$ cat config.mk
export PLATFORM = sky130hd
export DESIGN_NAME = xdma
export DESIGN_NICKNAME = d
export VERILOG_FILES = /design/src/rtl/xdma.sv
export SDC_FILE = /design/constraint.sdc
export NUM_CORES = 1
export LEC_CHECK = 0
export ABC_AREA = 1
export CORE_ASPECT_RATIO = 1.75
export CORE_MARGIN = 2
export CORE_UTILIZATION = 36
export CTS_BUF_LIST = sky130_fd_sc_hd__clkbuf_8 sky130_fd_sc_hd__clkbuf_16
export DETAILED_ROUTE_END_ITERATION = 10
export PLACE_DENSITY_LB_ADDON = 0.3
export SYNTH_ARGS = -nofsm -noshare
export SYNTH_HDL_FRONTEND = slang
export SYNTH_SLANG_ARGS = --single-unit
export TNS_END_PERCENT = 1
$ cat constraint.sdc
create_clock -name clk -period 1.8 [get_ports clk]
set_clock_uncertainty 0.15 [all_clocks]
set_input_delay 0.45 -clock clk [delete_from_list [all_inputs] [get_ports clk]]
set_output_delay 0.45 -clock clk [all_outputs]
set_load 0.03 [all_outputs]
$ cat src/rtl/xdma.sv
// ---------------------------------------------------------------------------
// xdma : register-programmed DMA engine moving words between a valid/ready
//        stream and a shared single-port RAM (controller has port priority).
// Revision: 1.0
// ---------------------------------------------------------------------------
`default_nettype none

module xdma #(
  parameter int ADDR_W = 10,
  parameter int DATA_W = 32,
  parameter int LEN_W  = 8
) (
  input  logic              clk,
  input  logic              rst,
  input  logic              sel,
  input  logic              we,
  input  logic [1:0]        addr,
  input  logic [DATA_W-1:0] data_in,
  output logic [DATA_W-1:0] data_out,
  input  logic              in_valid,
  output logic              in_ready,
  input  logic [DATA_W-1:0] in_data,
  output logic              out_valid,
  input  logic              out_ready,
  output logic [DATA_W-1:0] out_data,
  input  logic              ctrl_mem_sel,
  output logic              dma_sel,
  output logic              dma_we,
  output logic [ADDR_W-2:0] dma_addr,
  output logic [DATA_W-1:0] dma_data_in,
  input  logic [DATA_W-1:0] dma_data_out,
  output logic              busy,
  output logic              done
);

  localparam int WADDR_W = ADDR_W - 1;
  localparam logic [WADDR_W-1:0] ADDR_ONE = 1;
  localparam logic [LEN_W-1:0]   LEN_ONE  = 1;

  localparam logic [2:0] S_IDLE    = 3'd0;
  localparam logic [2:0] S_WR      = 3'd1;
  localparam logic [2:0] S_RD_REQ  = 3'd2;
  localparam logic [2:0] S_RD_WAIT = 3'd3;
  localparam logic [2:0] S_RD_HOLD = 3'd4;

  localparam logic [1:0] REG_ADDR = 2'd0;
  localparam logic [1:0] REG_LEN  = 2'd1;
  localparam logic [1:0] REG_CTRL = 2'd2;

  logic [2:0]         state_q, state_d;
  logic [WADDR_W-1:0] start_addr_q, start_addr_d;
  logic [LEN_W-1:0]   len_q, len_d;
  logic               dir_q, dir_d;
  logic [WADDR_W-1:0] cur_addr_q, cur_addr_d;
  logic [LEN_W-1:0]   cnt_q, cnt_d;
  logic               busy_q, busy_d;
  logic               done_q, done_d;
  logic               out_valid_q, out_valid_d;
  logic [DATA_W-1:0]  out_data_q, out_data_d;

  logic w_reg_wr;
  logic w_wr_fire;
  logic w_rd_req;
  logic w_unused;

  // Register writes are locked out for the whole transfer.
  assign w_reg_wr = sel && we && !busy_q;

  // RAM requests are masked during reset so an aborted transfer touches nothing.
  assign w_wr_fire = rst && (state_q == S_WR) && in_valid && !ctrl_mem_sel;
  assign w_rd_req  = rst && (state_q == S_RD_REQ) && !ctrl_mem_sel;

  assign in_ready    = rst && (state_q == S_WR) && !ctrl_mem_sel;
  assign dma_sel     = w_wr_fire || w_rd_req;
  assign dma_we      = w_wr_fire;
  assign dma_addr    = dma_sel ? cur_addr_q : '0;
  assign dma_data_in = w_wr_fire ? in_data : '0;

  assign out_valid = out_valid_q;
  assign out_data  = out_data_q;
  assign busy      = busy_q;
  assign done      = done_q;

  assign w_unused = ^data_in;

  always_comb begin
    data_out = '0;
    case (addr)
      REG_ADDR: data_out[WADDR_W-1:0] = start_addr_q;
      REG_LEN:  data_out[LEN_W-1:0]   = len_q;
      REG_CTRL: data_out[2:0]         = {dir_q, done_q, busy_q};
      default:  data_out              = '0;
    endcase
  end

  always_comb begin
    state_d      = state_q;
    start_addr_d = start_addr_q;
    len_d        = len_q;
    dir_d        = dir_q;
    cur_addr_d   = cur_addr_q;
    cnt_d        = cnt_q;
    busy_d       = busy_q;
    done_d       = done_q;
    out_valid_d  = out_valid_q;
    out_data_d   = out_data_q;

    if (w_reg_wr) begin
      case (addr)
        REG_ADDR: start_addr_d = data_in[WADDR_W-1:0];
        REG_LEN:  len_d        = data_in[LEN_W-1:0];
        REG_CTRL: dir_d        = data_in[1];
        default:  ;
      endcase
    end

    case (state_q)
      S_IDLE: begin
        if (w_reg_wr && (addr == REG_CTRL) && data_in[0]) begin
          if (len_q != '0) begin
            cur_addr_d = start_addr_q;
            cnt_d      = len_q;
            done_d     = 1'b0;
            busy_d     = 1'b1;
            state_d    = data_in[1] ? S_RD_REQ : S_WR;
          end else begin
            done_d = 1'b1;
          end
        end
      end

      S_WR: begin
        if (w_wr_fire) begin
          cur_addr_d = cur_addr_q + ADDR_ONE;
          cnt_d      = cnt_q - LEN_ONE;
          if (cnt_q == LEN_ONE) begin
            state_d = S_IDLE;
            busy_d  = 1'b0;
            done_d  = 1'b1;
          end
        end
      end

      S_RD_REQ: begin
        if (w_rd_req) begin
          state_d = S_RD_WAIT;
        end
      end

      // RAM read data is valid exactly one cycle after the request.
      S_RD_WAIT: begin
        out_data_d  = dma_data_out;
        out_valid_d = 1'b1;
        state_d     = S_RD_HOLD;
      end

      S_RD_HOLD: begin
        if (out_ready) begin
          out_valid_d = 1'b0;
          cur_addr_d  = cur_addr_q + ADDR_ONE;
          cnt_d       = cnt_q - LEN_ONE;
          if (cnt_q == LEN_ONE) begin
            state_d = S_IDLE;
            busy_d  = 1'b0;
            done_d  = 1'b1;
          end else begin
            state_d = S_RD_REQ;
          end
        end
      end

      default: begin
        state_d     = S_IDLE;
        busy_d      = 1'b0;
        out_valid_d = 1'b0;
      end
    endcase
  end

  always_ff @(posedge clk) begin
    if (!rst) begin
      state_q      <= S_IDLE;
      start_addr_q <= '0;
      len_q        <= '0;
      dir_q        <= 1'b0;
      cur_addr_q   <= '0;
      cnt_q        <= '0;
      busy_q       <= 1'b0;
      done_q       <= 1'b0;
      out_valid_q  <= 1'b0;
      out_data_q   <= '0;
    end else begin
      state_q      <= state_d;
      start_addr_q <= start_addr_d;
      len_q        <= len_d;
      dir_q        <= dir_d;
      cur_addr_q   <= cur_addr_d;
      cnt_q        <= cnt_d;
      busy_q       <= busy_d;
      done_q       <= done_d;
      out_valid_q  <= out_valid_d;
      out_data_q   <= out_data_d;
    end
  end

endmodule

`default_nettype wire
Word level (Yosys, flattened, before mapping). Cells that the tools add are included.

Register bits: 73. Word-level logic and storage cells: 92.

Mux-type cells: 38. $add $sub $neg: 2. Eq/ne operators: 13. Reductions and logical operators: 27. Bitwise operators: 2.

Operator list (number): $mux 9 (5); $mux 32 (1); $mux 8 (4); $pmux 9 s3 (1); $pmux 8 s3 (1); $mux 3 (6); $pmux 3 s5 (1); $mux 1 (12); $logic_and 1x1->1 (10); $ne 2x2->1 const B (5); $pmux 5 s2 (1); $reduce_and 5->1 (2); $add 9x1->9 const B (1); $pmux 3 s3 (1); $eq 8x1->1 const B (1); $reduce_and 2->1 (4); $reduce_bool 8->1 (1); $sub 8x1->8 const B (1); $eq 3x2->1 const B (2); $pmux 1 s3 (2); $reduce_and 6->1 (1); $mux 2 (2); $pmux 1 s4 (1); $reduce_and 4->1 (1); 13 further kinds (15).

Longest topological paths before layout.
Word-level depth: 6. Gate-level depth with buffers: 11. Depth with buffers taken out: 11.

Worst setup path after synthesis. Ideal clock, no wire load.

Path kind: input port to output port. Start point: input port rst. End point: output port dma_addr[0]. Buffers on the path: 1. Stages on the path: 9. Arrival: 2.327 ns. Slack: -1.127 ns. Required time: 1.200 ns. Cell sequence: buf_4 -> inv_2 -> nor2_4 -> inv_2 -> nor2_1 -> nand2_1 -> nand2_1 -> inv_2 -> nor2_1.

Longest elaborated chain between the ends: 5. Elaborated cells between the ends (all ways): 7. Classes of those cells: mux: 1; reduce/logical: 6.

RTL lines: start, declared (line 14) `input logic rst,`; $logic_and 1x1->1 (3 in series) (line 70) `assign w_wr_fire = rst && (state_q == S_WR) && in_valid && !ctrl_mem_sel;`; $logic_or 1x1->1 (*) (line 74) `assign dma_sel = w_wr_fire || w_rd_req;`; via dma_sel (line 27) `output logic dma_sel,`; $mux 9 (*) (line 76) `assign dma_addr = dma_sel ? cur_addr_q : '0;`; end, declared (line 29) `output logic [ADDR_W-2:0] dma_addr,`.

Mark *: on every way through the listed nets, which the timed path passes. The rest lies on a longest branch.

Worst setup path after layout.
Start point: register state_q[2]. End point: output port dma_addr[7].

Longest elaborated chain between the ends: 6. Elaborated cells between the ends (all ways): 9. Classes of those cells: eq/ne: 2; mux: 1; reduce/logical: 6.

RTL lines: start, declared (line 50) `logic [2:0] state_q, state_d;`; start signal, assigned (line 193) `state_q <= state_d;`; $eq 3x1->1 (line 70); $logic_and 1x1->1 (3 in series) (line 70); $logic_or 1x1->1 (*) (line 74); $mux 9 (*) (line 76).

Every way passes the cells marked *; elsewhere a longest branch is shown, timed or not.

==> flow_summary.yaml <==
final_layout:
  final_nets: 957
  diodes: 0
  stdcell_count: 986
  drive_gt1_share_pct: 24.5
  post-route-cell-area_sq_um: 7000
  syn2layout_area_growth_pct: 74.9
clock_tree:
  cts-hold-fix-buffers: 0
  clock_latency_ns: 0.33
  cts_buffers: 9
  cts.sink_count: 73
  root_buffer: "clkbuf_16"
  ctsLongestPathBuffers: 2
  cts.clk_slew.worst_paths_ns: 0.06
  tritoncts: "done"
  cts_max_level: 3
critical_path:
  crit_chain: "inv_4 > nand3_4 > nor2_4 > nand2_8 > buf_12 > nand2_8 > inv_8 > nor2_4 > buf_6"
  critical-path-max-stage-delay_ns: 0.36
  worstSetupPathType: "flop to output pin"
  arrival_ns: 1.63
  critical_path.slowest_cell: "dfxtp_4"
  crit_required_ns: 1.20
  cp-end-kind: "output pin"
  cp_max_fo: 9
  crit_path_start_kind: "flop"
logic_synthesis:
  synth_area_sq_um: 4000
  synth_top_family_by_area: "simple AND/OR/NAND/NOR gates"
  synthSimpleGateAreaFrac_pct: 34.6
  ys_ff_latch: 73
  synthAdderAreaFrac_pct: 0.938
  synth_mux_area_share_pct: 0
  syn_avg_cell_area_sq_um: 6.15
  yosysUniqueCellTypes: 28
  synth_seq_area_share_pct: 36.5
  synth_compound_area_share_pct: 12.0
  synthCells: 651
  yosys_warnings: 0
  synthXorXnorAreaFrac_pct: 0.219
power_and_ir_drop:
  seqPwrFrac_pct: 30.2
  ir_worst_vdd_uv: 743
  combPwrFrac_pct: 39.0
  p_per_area_nw_per_um2: 976
  p_sw_share_pct: 38.0
  p_clk_share_pct: 30.7
  finalPower_mw: 6.84
  p_int_mw: 4.24
  leakagePower_nw: 3.33
  power_switching_mw: 2.60
die:
  die_w_um: 83.7
  die_y_um: 143
  top_level_ports: 216
  core_area_sq_um: 11000
  die_area_sq_um: 12000
  fp-row-count: 51
  start_util_pct: 36.5
route:
  vias_per_cell: 4.67
  first_iter_violations: 234
  final_antenna_net_count: 0
  routedWlPerCell_um: 13.3
  wirelength_mm: 13.1
  drc: 0
  dr.pass1.iters: 4
  via_count: 4608
grt:
  grt_overflow: 0
  grt_use_total_pct: 21.3
  antenna_found_initial: 0
  grt_max_degree: 71
  grt_pass1_wl_mm: 21.0
  grt_pass1_vias: 4609
timing:
  drv_slew: 0
  tightest_slew_ns: 0.627
  rsz0062_at_grt: "yes"
  relSlewSlack_pct: 58.2
  fin_setup_tns_ns: -16.86
  fin_ws_ns: -0.426
  finalSetupViolCount: 53
  timing.fmax_mhz: 449
  period_share_pct: 124
  finalHoldViolCount: 0
  fin_crit_ns: 2.23
flow_run:
  maxCapViolCount: 0
placement:
  place_area_sq_um: 6220
  place_congestion: 0.819
  portBuffers: 169
  placedCellCount: 957
  place_hpwl_mm: 9.71
run_status:
  status: "finished, violations left"
  violations: "setup timing"
hold_path:
  hold_path.class: "flop to flop"
stage by stage:
stage / hold WS [ns] / setup slack [ns] / utilization (%)
after floorplan: 0.285 / -0.366 / -
after global placement: 0.309 / -0.578 / 56.7
after detailed placement: 0.320 / -0.625 / 56.7
after CTS: 0.330 / -0.430 / 63.0
after global routing: 0.361 / -0.481 / 63.8
final: 0.331 / -0.426 / 63.8
placed cells by master (no fill, tap or decap), drive strengths merged:
| cell type | count |
|---|---|
| dlygate4sd2 | 34 |
| clkbuf | 9 |
| buf | 100 |
| xor2 | 1 |
| bufinv | 3 |
| o31ai | 1 |
| o21ai | 68 |
| clkinvlp | 1 |
| ha | 3 |
| nand4 | 3 |
| o211ai | 2 |
| conb | 23 |
| dfxtp | 73 |
| dlymetal6s2s | 2 |
| inv | 91 |
| a21oi | 22 |
| a22oi | 1 |
| nor2 | 198 |
| or2 | 1 |
| clkdlybuf4s15 | 3 |
| nor3 | 2 |
| nand3 | 29 |
| clkinv | 1 |
| nand2 | 109 |
| clkdlybuf4s50 | 74 |
critical path: cells and delay by family (launching register included):
family                 cells  cell delay (ns)
flip-flops                 1             0.36
buffers and inverters      4             0.40
AND/OR/NAND/NOR            5             0.53
timing repair:
item,in CTS,in global routing
endpoints found under the hold margin,0,0
setup buffers,7,4
pin swaps,9,5
setup endpoints to repair,117,89
resized for setup,120,14
cloned,2,0
power groups by stage:
stage | logic (mW) | clock network, mW | registers [mW]
floorplan | 1.70 | 0 | 2.12
global placement | 2.45 | 0 | 2.08
detailed placement | 2.53 | 0 | 2.09
CTS | 2.61 | 2.15 | 2.06
global route | 2.98 | 2.21 | 2.10
finish | 2.67 | 2.10 | 2.07
path summary, 6_finish.rpt:
kind,startpoint,to,slack [ns],cells past startpoint
worst max register to register,state_q[2],cur_addr_q[5],0.03,9
worst min-delay path,start_addr_q[8],start_addr_q[8],0.33,2
worst min register to register,start_addr_q[8],start_addr_q[8],0.33,2
worst max-delay path,state_q[2],dma_addr[7],-0.43,9
cell type report:
class	count	area, sq um
Timing Repair Buffer	213	2220
Multi-Input combinational cell	463	2450
Inverter	89	349
Fill cell	954	3970
Sequential cell	73	1470
Tap cell	132	165
Clock inverter	7	124
Clock buffer	9	225
registers in the layout, indices dropped and copies added (netlist names):
| signal | count |
|---|---|
| out_data | 32 |
| cur_addr_q | 9 |
| start_addr_q | 9 |
| cnt_q | 8 |
| len_q | 8 |
| state_q | 3 |
| busy | 1 |
| dir_q | 1 |
| done | 1 |
| out_valid | 1 |
routing by layer:
| metal | part of all wire [%] | track usage [%] | vias up | wire length (um) |
|---|---|---|---|---|
| met5 | 0 | 0 | - | 0 |
| met4 | 3.1 | 8.91 | 0 | 406 |
| met3 | 6.3 | 4.31 | 32 | 821 |
| met2 | 55 | 40.5 | 174 | 7270 |
| met1 | 35 | 22.5 | 2058 | 4610 |
| li1 | - | - | 2344 | - |
synthesized netlist by cell type, drive strengths merged:
cell,number,area [sq um]
buf,34,239
ha,3,37.5
nor2,198,768
nand2,109,417
nor3,2,15.0
nand3,29,160
clkbuf,14,52.6
o21ai,68,340
a22oi,1,7.51
conb,1,3.75
o31ai,1,7.51
nand4,3,18.8
o211ai,2,15.0
or2,1,6.26
inv,89,334
dfxtp,73,1460
a21oi,22,110
xor2,1,8.76
cell families (layout without fill, tap and decap cells):
kind of cell             after synthesis  after routing
AND/OR/NAND/NOR                      342            342
buffers and inverters                137            318
XOR/XNOR                               1              1
adder cells (fa/ha/maj)                3              3
AO/OA/AOI/OAI                         94             94
other                                  1             23
flip-flops                            73             73
(Power assumes the default switching activity.)
==> variant: new RTL, same settings <==
Set the parameter `DATA_W` to 40 (it was 32).
--- a/src/rtl/xdma.sv
+++ b/src/rtl/xdma.sv
@@ -8,5 +8,5 @@
 module xdma #(
   parameter int ADDR_W = 10,
-  parameter int DATA_W = 32,
+  parameter int DATA_W = 40,
   parameter int LEN_W  = 8
 ) (
Interface: changed (6 resized); port bits go from 216 to 264. The function was not compared with the original's and may differ.
==> variant against the original RTL <==
  * The run still ends with negative setup slack left
  * Sequential cell count is 8 higher
  * Power is 4.2% lower
  * Utilization is 1.5 points higher
  * Area after synthesis is 10% higher
  * Wire length is 14% higher
  * Worst setup slack better by 0.013 ns
  * Sequential power is 3% higher
  * Count of clock-buffer cells in the layout is 1 higher
  * Final area is 12% higher
==> variant: results <==
[status]
run_status = "complete, but fails checks"
failed_checks = "negative setup slack"

[critical_path]
worstRegToRegCells = 12
slowest_delay_ns = 0.25
slowest_stage = "dlygate4sd2_1"
r2r_slack_ns = 0.06

[route]
first_iter_violations = 230
vias_per_cell = 4.572

[synth]
synth_fa_ha_area_share_pct = 0.8515
synthTopCellsByArea = "dfxtp_1 37%, nor2_1 18%, nand2_1 8.6%, o21ai_0 8.4%, inv_1 7.2%"
synthesized_area_fraction_occupied_by_ao_oa_aoi_and_oai_cells_pct = 12.77
synth_commonest_cells = "211 x nor2_1, 101 x nand2_1, 84 x inv_1"
yosysSeqAreaShare_pct = 36.79
synthDominantCellAreaShare_pct = 36.79

[placement]
detailed_place_hpwl_mm = 11.07
port_buffers = 201

[power]
power_leakage_uw = 0.003679
switching_power_uw = 2398

[timing]
fin_ws_ns = -0.4131
fin_setup_tns_ns = -19.65
hold-worst-slack_ns = 0.3249
final-setup-viol-count = 53

[global_route]
track_usage_pct = 22.83

[final_layout]
drive_gt1_share_pct = 24.84
nNetsFinal = 1077

[hold_path]
whs_endpoint = "out_valid$_SDFFE_PN0P_"
-- variant: cell type report --
type,instances,area (µm²),share of cell area (%)
Multi-Input combinational cell,508,2728,34.83
Timing Repair Buffer,254,2603,33.23
Sequential cell,81,1627,20.77
Inverter,90,352.8,4.506
Clock buffer,10,239.0,3.052
Tap cell,165,206.4,2.636
Clock inverter,6,65.06,0.8308
Timing Repair inverter,1,11.26,0.1438
-- variant: kinds of logic after synthesis --
kind of cell,count (synthesis)
AND/OR/NAND/NOR,365
buffers and inverters,148
AO/OA/AOI/OAI,108
flip-flops,81
adder cells (fa/ha/maj),3
XOR/XNOR,1
other,1
-- variant: repair_timing --
item | 4_1_cts | 5_1_grt
endpoints found under the setup margin | 125 | 93
gates cloned | 3 | 1
setup buffers | 4 | 1
pin swaps | 8 | 5
resized for setup | 126 | 33
-- variant: through the flow --
stage / cells / area (µm²) / utilization [%] / power [µW]
2_1_floorplan: 737 / 4960 / - / 3693
3_3_place_gp: 1090 / 7082 / 59.00 / 4526
3_5_place_dp: 1090 / 7082 / 59.00 / 4560
4_1_cts: 1113 / 7709 / 64.22 / 6513
5_1_grt: 1115 / 7831 / 65.25 / 6957
6_report: 1115 / 7831 / 65.25 / 6549
-- variant: worst min-delay path, delay by kind of cell, from the launching register on --
family / cells / cell delay [ns]
flip-flops: 1 / 0.31
AO/OA/AOI/OAI: 2 / 0.12
-- variant: power by group through the flow --
stage	sequential, µW	clock, µW	combinational (µW)
after global placement	2160	0	2370
after CTS	2120	1910	2480
final	2130	1880	2540
after floorplan	2210	0	1480
after global routing	2150	2000	2800
after detailed placement	2160	0	2400
-- variant: routing by layer --
layer	routed length (µm)	vias up	track usage (%)
met5	0	-	0
met4	334	0	8.692
met3	1192	26	7.511
met2	8178	184	41.17
met1	5256	2279	24.00
li1	-	2609	-
